## config.mk

```make
export PLATFORM = sky130hd
export DESIGN_NAME = ctrl_seq
export DESIGN_NICKNAME = d
export VERILOG_FILES = /design/src/rtl/ctrl_seq.sv
export SDC_FILE = /design/constraint.sdc
export NUM_CORES = 1
export LEC_CHECK = 0
export CORE_UTILIZATION = 35
export DETAILED_ROUTE_END_ITERATION = 12
export PLACE_DENSITY = 0.81
export REMOVE_ABC_BUFFERS = 1
export SLEW_MARGIN = 25
export SYNTH_ARGS = -nofsm -noshare
export SYNTH_HDL_FRONTEND = slang
export SYNTH_SLANG_ARGS = --single-unit
```

## constraint.sdc

```tcl
create_clock -name Clk -period 1.16 [get_ports Clk]
set_input_delay 0.174 -clock Clk [delete_from_list [all_inputs] [get_ports Clk]]
set_output_delay 0.174 -clock Clk [all_outputs]
set_load 0.05 [all_outputs]
```

## src/rtl/ctrl_seq.sv

```systemverilog
// ctrl_seq: sequential control decoder with a run/halt sequencer.
// It decodes each valid instruction in RUN into datapath controls. It also
// holds the mode (bank-select) register and the sticky done (Ack) flag.
// Decode outputs are combinational from Instruction and the registered Mode.
module ctrl_seq #(
   parameter int             IW      = 9,
   parameter int             OPW     = 3,
   parameter int             SW      = 2,
   parameter logic [OPW-1:0] SET_OP  = 3'b110,
   parameter logic [OPW-1:0] HALT_OP = 3'b111
) (
   input  logic          Clk,
   input  logic          Reset,
   input  logic          Start,
   input  logic          InstValid,
   input  logic [IW-1:0] Instruction,
   output logic          MemWrite,
   output logic          BranchEn,
   output logic          RegWrite,
   output logic          NextLFSR,
   output logic          RegOut1,
   output logic          RegOut2,
   output logic [1:0]    MemToReg,
   output logic [1:0]    RegDest,
   output logic [1:0]    ALUSrc,
   output logic [3:0]    ALUOp,
   output logic [SW-1:0] Mode,
   output logic          Busy,
   output logic          Ack,
   output logic          Illegal
);

   typedef enum logic [1:0] {
      IDLE = 2'd0,
      RUN  = 2'd1,
      DONE = 2'd2
   } state_t;

   typedef struct packed {
      logic       mem_write;
      logic       branch_en;
      logic       reg_write;
      logic       next_lfsr;
      logic       reg_out1;
      logic       reg_out2;
      logic [1:0] mem_to_reg;
      logic [1:0] reg_dest;
      logic [1:0] alu_src;
      logic [3:0] alu_op;
   } ctrl_t;

   state_t        r_state;
   logic [SW-1:0] r_mode;
   logic          r_ack;

   logic [OPW-1:0] w_op;
   logic [1:0]     w_mode_lo;
   logic           w_en;
   logic           w_is_set;
   logic           w_is_halt;
   logic           w_mode_rsvd;
   ctrl_t          w_ctrl;
   logic           w_illegal;

   assign w_op      = Instruction[IW-1 -: OPW];
   assign w_mode_lo = r_mode[1:0];
   assign w_en      = (r_state == RUN) && InstValid;
   assign w_is_set  = w_en && (w_op == SET_OP);
   assign w_is_halt = w_en && (w_op == HALT_OP);
   // Modes 4 and above exist only when SW > 2. With SW == 2 this is constant 0.
   assign w_mode_rsvd = (r_mode > SW'(3));

   // Sequencer: run/halt state, mode register and sticky Ack.
   // NOTE: sequential state uses non-blocking assignments so every register
   // samples pre-edge values, independent of statement order.
   always_ff @(posedge Clk or posedge Reset) begin
      if (Reset) begin
         r_state <= IDLE;
         r_mode  <= '0;
         r_ack   <= 1'b0;
      end else begin
         case (r_state)
            IDLE, DONE: begin
               if (Start) begin
                  r_state <= RUN;
                  r_mode  <= '0;
                  r_ack   <= 1'b0;
               end
            end
            RUN: begin
               // Start is ignored here. HALT is the only way out besides Reset.
               if (w_is_halt) begin
                  r_state <= DONE;
                  r_ack   <= 1'b1;
               end else if (w_is_set) begin
                  r_mode <= Instruction[SW-1:0];
               end
            end
            default: r_state <= IDLE;
         endcase
      end
   end

   // Instruction decode: table lookup on opcode and mode. Without en this is a NOP.
   // NOTE: every signal gets a default before the case, so no path leaves a
   // value unassigned and no latch is inferred.
   always_comb begin
      w_ctrl    = '0;
      w_illegal = 1'b0;
      if (w_en && !w_is_set && !w_is_halt) begin
         if (w_mode_rsvd) begin
            w_illegal = 1'b1;
         end else begin
            case (w_op)
               OPW'(0): begin
                  case (w_mode_lo)
                     2'd0: begin // Load
                        w_ctrl.mem_to_reg = 2'b01;
                        w_ctrl.alu_src    = 2'b01;
                        w_ctrl.reg_write  = 1'b1;
                     end
                     2'd1: begin // Store
                        w_ctrl.mem_write = 1'b1;
                        w_ctrl.alu_src   = 2'b01;
                     end
                     2'd2: begin // Add
                        w_ctrl.reg_write = 1'b1;
                     end
                     default: begin // Sub
                        w_ctrl.reg_write = 1'b1;
                        w_ctrl.alu_op    = 4'b0001;
                     end
                  endcase
               end
               OPW'(1): begin
                  w_ctrl.alu_src   = 2'b01;
                  w_ctrl.reg_write = 1'b1;
                  case (w_mode_lo)
                     2'd0:    w_ctrl.alu_op = 4'b0010; // LSL
                     2'd1:    w_ctrl.alu_op = 4'b0011; // LSR
                     2'd2:    w_ctrl.alu_op = 4'b0100; // MovI
                     default: begin                    // setLFSR
                        w_ctrl.mem_to_reg = 2'b11;
                        w_ctrl.reg_dest   = 2'b01;
                        w_ctrl.alu_op     = 4'b0100;
                     end
                  endcase
               end
               OPW'(2): begin
                  case (w_mode_lo)
                     2'd0: begin // XOR into the register pair
                        w_ctrl.reg_write = 1'b1;
                        w_ctrl.reg_out1  = 1'b1;
                        w_ctrl.reg_out2  = 1'b1;
                        w_ctrl.alu_op    = 4'b0101;
                     end
                     2'd1: begin // Next: step the LFSR
                        w_ctrl.next_lfsr = 1'b1;
                        w_ctrl.alu_op    = 4'b0101;
                     end
                     2'd2: begin // XOR
                        w_ctrl.reg_write = 1'b1;
                        w_ctrl.alu_op    = 4'b0101;
                     end
                     default: begin // AND
                        w_ctrl.reg_write = 1'b1;
                        w_ctrl.alu_op    = 4'b0110;
                     end
                  endcase
               end
               OPW'(3): begin
                  case (w_mode_lo)
                     2'd0: begin // OR
                        w_ctrl.reg_write = 1'b1;
                        w_ctrl.alu_op    = 4'b0111;
                     end
                     2'd1: begin // setTap
                        w_ctrl.mem_to_reg = 2'b11;
                        w_ctrl.reg_dest   = 2'b10;
                        w_ctrl.reg_out1   = 1'b1;
                        w_ctrl.reg_write  = 1'b1;
                        w_ctrl.alu_op     = 4'b0111;
                     end
                     2'd2: begin // BGE
                        w_ctrl.branch_en = 1'b1;
                        w_ctrl.alu_op    = 4'b1000;
                     end
                     default: begin // BNE
                        w_ctrl.branch_en = 1'b1;
                        w_ctrl.alu_op    = 4'b1001;
                     end
                  endcase
               end
               OPW'(4): begin
                  case (w_mode_lo)
                     2'd0: begin // RXOR
                        w_ctrl.reg_write = 1'b1;
                        w_ctrl.reg_out1  = 1'b1;
                        w_ctrl.reg_out2  = 1'b1;
                        w_ctrl.alu_op    = 4'b1010;
                     end
                     2'd1: begin // BEQ
                        w_ctrl.branch_en = 1'b1;
                        w_ctrl.alu_op    = 4'b1011;
                     end
                     2'd2: begin // getTap
                        w_ctrl.reg_write = 1'b1;
                        w_ctrl.reg_out1  = 1'b1;
                        w_ctrl.reg_out2  = 1'b1;
                        w_ctrl.alu_src   = 2'b10;
                        w_ctrl.alu_op    = 4'b1100;
                     end
                     default: w_illegal = 1'b1; // op 4 / mode 3 is reserved
                  endcase
               end
               default: w_illegal = 1'b1; // op 5 and any other unused opcode
            endcase
         end
      end
   end

   assign MemWrite = w_ctrl.mem_write;
   assign BranchEn = w_ctrl.branch_en;
   assign RegWrite = w_ctrl.reg_write;
   assign NextLFSR = w_ctrl.next_lfsr;
   assign RegOut1  = w_ctrl.reg_out1;
   assign RegOut2  = w_ctrl.reg_out2;
   assign MemToReg = w_ctrl.mem_to_reg;
   assign RegDest  = w_ctrl.reg_dest;
   assign ALUSrc   = w_ctrl.alu_src;
   assign ALUOp    = w_ctrl.alu_op;
   assign Illegal  = w_illegal;
   assign Mode     = r_mode;
   assign Ack      = r_ack;
   assign Busy     = (r_state == RUN);

endmodule

```

==> summary.md, run 1 <==
| Metric | Value |
|---|---|
| Cell area after synthesis | `672 µm²` |
| Library cells used by synthesis | `37` |
| Status | `aborted with a tool error` |
| Starting utilization of the core area | `38.1%` |
| First Err | `[ERROR DPL-0033] detailed placement checks failed during check placement.` |
| Root Buffer | `sky130_fd_sc_hd__clkbuf_4` |
| Flip-flop and latch count after synthesis | `5` |
| Placement Rows | `15` |
| Quantity of gates resized following cts | `48` |
| Maximum count of clock buffers along a single path | `2` |
| Exit stage | `clock tree synthesis` |
| Number of buffers inserted by port buffering | `29` |
| Final HPWL from detailed placement | `2.08 mm` |
| Synthesized instance count | `90` |
| Cts bufs inserted | `3` |
| Number of warnings reported in the yosys synthesis log | `0` |
| Total of hold buffers inserted after clock tree synthesis | `0` |
| Chip width | `45.8 µm` |
| Clock sinks | `5` |
| Routability-driven placement congestion ratio | `0.834` |
| H-Tree Depth | `1` |
| Post-Syn Area per Cell | `7.47 µm²` |
| Buffer count from post-CTS setup fixing | `11` |
| Share of the yosys chip area belonging to registers | `18.6%` |
| Number of top-level pins | `34` |
| Total cell area at the placement stage | `0.00143 mm²` |
| Die span in y | `45.8 µm` |
| Worst setup slack before clock tree synthesis | `-829 ps` |
## stage by stage
| stage | util (%) | hold slack, ps | setup TNS, ps | cells |
|---|---|---|---|---|
| after global placement | 81.0 | 378 | -12280 | 172 |
| after detailed placement | 81.0 | 400 | -13660 | 172 |
| after floorplan | - | -47.5 | -22460 | 82 |
## cell families after synthesis
kind of cell              after synthesis  share of synthesized area, %
AOI/OAI and AO/OA                      23                          23.1
xor gates and xnor gates                2                          2.61
buffers and inverters                  15                          12.5
DFF                                     5                          18.6
muxes                                   2                          2.98
and+or+nand+nor                        43                          40.2
## cell usage after synthesis, drive strengths merged
cell,n,area [µm²]
buf,8,57.6
nand2,8,30.0
a21oi,7,35.0
inv,7,26.3
nand2b,7,43.8
dfrtp,5,125
o21ai,5,25.0
nand3,4,25.0
or3,4,25.0
nor2b,3,18.8
nor3,3,20.0
nor4,3,18.8
nor4b,3,32.5
a211oi,2,20.0
a21o,2,15.0
mux2i,2,20.0
nor2,2,7.51
nor3b,2,15.0
o21a,2,15.0
a2111oi,1,8.76
nand3b,1,7.51
nand4b,1,8.76
nand4bb,1,11.3
o21bai,1,7.51
o311a,1,10.0
o32a,1,10.0
o32ai,1,8.76
or2,1,6.26
xnor2,1,8.76
xor2,1,8.76
==> run 2: changes to the inputs <==
- CORE_AREA: not set -> 2 2 63 65
- CORE_UTILIZATION: 35 -> not set
- DIE_AREA: not set -> 0 0 65 67
- PLACE_DENSITY: 0.81 -> not set
- PLACE_DENSITY_LB_ADDON: not set -> 0.15
- clock period: 1.16 -> 1.5 ns (I/O delays scaled with it)
==> run 2 against run 1 <==
  * The flow now finishes, with violations (negative setup slack)
  * Synthesized cell count unchanged
  * Synthesized area unchanged
==> summary.md, run 2 <==
| Metric | Value |
|---|---|
| Reg clk slew, reported paths | `40 ps` |
| Worst setup path class | `reg2out` |
| Count of placed standard cells including taps | `199` |
| Unrepaired setup endpoints after global routing | `yes` |
| Wire length of the first global-routing pass | `4.41 mm` |
| Detailed Routing Iterations Pass 1 | `4` |
| Fraction of the mapped netlist area in compound gates | `23.1%` |
| Worst skew pair latency | `220 ps` |
| Routability-driven placement congestion ratio | `0.832` |
| Flip-flop and latch count after synthesis | `5` |
| Status | `finished, violations left` |
| Most common cell after layout, fill and taps aside | `sky130_fd_sc_hd__buf_4` |
| Clock power frac | `12.4%` |
| Crit path arrival time | `1640 ps` |
| Average detailed-routed wire length per instance | `13.0 µm` |
| Fraction of synthesized area in multiplexers | `2.98%` |
| Combinational cell fraction of total power | `75.9%` |
| Clock sinks | `5` |
| Remaining max-slew budget at the tightest pin | `79.0%` |
| Top fanout value on the critical path | `6` |
| Maximum count of clock buffers along a single path | `2` |
| H-Tree Depth | `1` |
| Post-route minimum period | `1870 ps` |
| Maximum number of pins on one net before global-route repair | `12` |
| Most frequent cells in the layout | `sky130_fd_sc_hd__buf_4 (36), sky130_fd_sc_hd__buf_12 (21), sky130_fd_sc_hd__buf_6 (13)` |
| Synth area leader | `sky130_fd_sc_hd__dfrtp_1` |
| Power spent charging and discharging nets | `0.884 mW` |
| Crit. End Element | `output pin` |
| Actual transition at the worst max-transition pin | `314 ps` |
| Vias in the first global route | `981` |
| Number of max-slew violations in the final report | `0` |
| Count leader, synth | `sky130_fd_sc_hd__nand2_1` |
| Routed vias/inst | `4.51` |
| Count of unresolved DRC violations after routing | `0` |
| Setup TNS after final layout | `-3990 ps` |
| Async S/R FF share, synth | `100%` |
| Worst setup slack before clock tree synthesis | `-599 ps` |
| Post-layout instance count excluding filler cells | `212` |
| Standard cell core area | `0.00361 mm²` |
| Die span in y | `67 µm` |
| Placement Rows | `22` |
| Wirelength, routed | `2.75 mm` |
| Antenna fix cells | `0` |
| Share of the yosys chip area belonging to registers | `18.6%` |
| Net switching share of the total power | `44.0%` |
| Sequential cell fraction of total power | `11.7%` |
| Violated checks | `negative setup slack` |
| Maximum ir drop on the vdd rail | `0.630 mV` |
| Simple-gate area share of the yosys netlist | `40.2%` |
| Total via count in the routed design | `957` |
| Cell area after synthesis | `672 µm²` |
| Library cells used by synthesis | `37` |
| Final HPWL from detailed placement | `1.91 mm` |
| Layout-stage area growth over the synthesis result | `178%` |
| Most used flip-flop cell after synthesis | `sky130_fd_sc_hd__dfrtp_1` |
| Global route overflow | `0` |
| Final setup slack of the worst path | `-365 ps` |
| PD cells | `1080 mW/mm²` |
| DRC marker count from the first detailed-route iteration | `23` |
| Number of warnings reported in the yosys synthesis log | `0` |
| Final clock skew | `1.73 ps` |
| Slack of the worst reg-to-reg path | `140 ps` |
| Number of top-level pins | `34` |
| F_max | `536 MHz` |
| Number of nets with antenna violations after routing | `0` |
| Total GRT Usage | `12.9%` |
| Number of max-cap violations | `0` |
| Chip width | `65 µm` |
| Cts bufs inserted | `3` |
| Total internal power | `1.13 mW` |
| Final Hold Vio Count | `0` |
| Antenna violations before repair | `0` |
| Post-Syn Area per Cell | `7.47 µm²` |
| Top area cells in the synthesized netlist | `sky130_fd_sc_hd__dfrtp_1 (19%), sky130_fd_sc_hd__nand2b_1 (6.5%), sky130_fd_sc_hd__a21oi_1 (5.2%), sky130_fd_sc_hd__nand2_1 (4.5%), sky130_fd_sc_hd__inv_1 (3.9%)` |
| Number of buffers inserted by port buffering | `29` |
| Worst slack on hold paths | `205 ps` |
| Leakage power of the design | `0.752 nW` |
| Fraction of layout instances using a drive strength above 1 | `65.9%` |
| Adder-cell share of the synthesized area | `0%` |
| Count of flip-flops with a built-in enable after synthesis | `0` |
| Ranking of synthesized cells by instance count | `sky130_fd_sc_hd__nand2_1 (8), sky130_fd_sc_hd__a21oi_1 (7), sky130_fd_sc_hd__inv_1 (7), sky130_fd_sc_hd__nand2b_1 (7), sky130_fd_sc_hd__dfrtp_1 (5)` |
| Final Cycle Share | `124%` |
| Starting utilization of the core area | `18.6%` |
| Critical Path RT | `1270 ps` |
| Final setup viols | `17` |
| Die footprint | `0.00436 mm²` |
| Area share of the largest cell type after synthesis | `18.6%` |
| Synthesized instance count | `90` |
| Largest family of logic cells by synthesized area | `simple AND/OR/NAND/NOR gates` |
| Nets | `178` |
| Kind of start point of the critical path | `flip-flop` |
| Parity-gate share of the synthesized area counting xor and xnor cells | `2.61%` |
| Min-delay worst type | `in2async` |
| Fill cell total of the finished layout | `329` |
| Final core utilization | `51.8%` |
| Root Buffer | `sky130_fd_sc_hd__clkbuf_8` |
| CTS tree | `built` |
[run 2: worst paths after layout]
check                      startpoint  cells past startpoint          to
max in group asynchronous       Reset                      2     Mode[0]
hold reg to reg                   Ack                      1         Ack
min in group Clk                  Ack                      1         Ack
setup reg to reg           r_state[1]                      4     Mode[0]
setup / recovery              Mode[0]                      5     RegOut1
hold / removal                  Reset                      2  r_state[0]
[run 2: timing repair]
action	4_1_cts	5_1_grt
setup endpoints to repair	18	17
hold buffers	0	0
resized for setup	44	25
pin swaps	16	8
buffers inserted	8	1
[run 2: per-layer routing]
layer / wire (µm) / share of wire [%] / global-route usage, %
met1: 1090 / 40 / 13.5
met2: 1510 / 55 / 26.8
met3: 112 / 4.1 / 0.507
met4: 30 / 1.1 / 4.79
met5: 0 / 0 / 0
[run 2: cell families after synthesis]
kind of cell / after synthesis
flip-flops: 5
multiplexers: 2
buffers and inverters: 15
AND/OR/NAND/NOR: 43
AO/OA/AOI/OAI: 23
XOR/XNOR: 2
[run 2: area by class of cell]
type                    instances  area [µm²]  area share, %
clock buffers                   4        45.0           2.41
inverters                       7        26.3           1.41
multi-input cells              70         703           37.6
flip-flops and latches          5         128           6.83
well taps                      48        60.1           3.21
repair buffers                 78         907           48.5
[run 2: metrics by stage]
step	cell area (µm²)	total power, mW
after floorplan	614	0.728
after global placement	1460	1.37
after detailed placement	1460	1.38
after CTS	1750	1.89
after global routing	1870	2.11
final	1870	2.01
[run 2: critical path, cell delays in order (launching register included)]
cell	delay, ps
sky130_fd_sc_hd__dfrtp_2	450
sky130_fd_sc_hd__buf_6	140
sky130_fd_sc_hd__xor2_1	140
sky130_fd_sc_hd__or3_1	320
sky130_fd_sc_hd__a21oi_2	200
sky130_fd_sc_hd__buf_12	160
[run 2: power by group through the flow]
stage / logic [mW] / clock network [mW] / registers (mW)
2_1_floorplan: 0.393 / 0 / 0.335
3_3_place_gp: 1.15 / 0 / 0.220
3_5_place_dp: 1.16 / 0 / 0.225
4_1_cts: 1.41 / 0.256 / 0.228
5_1_grt: 1.60 / 0.262 / 0.245
6_report: 1.53 / 0.250 / 0.235
No activity file was read; power rests on OpenSTA's default activity.
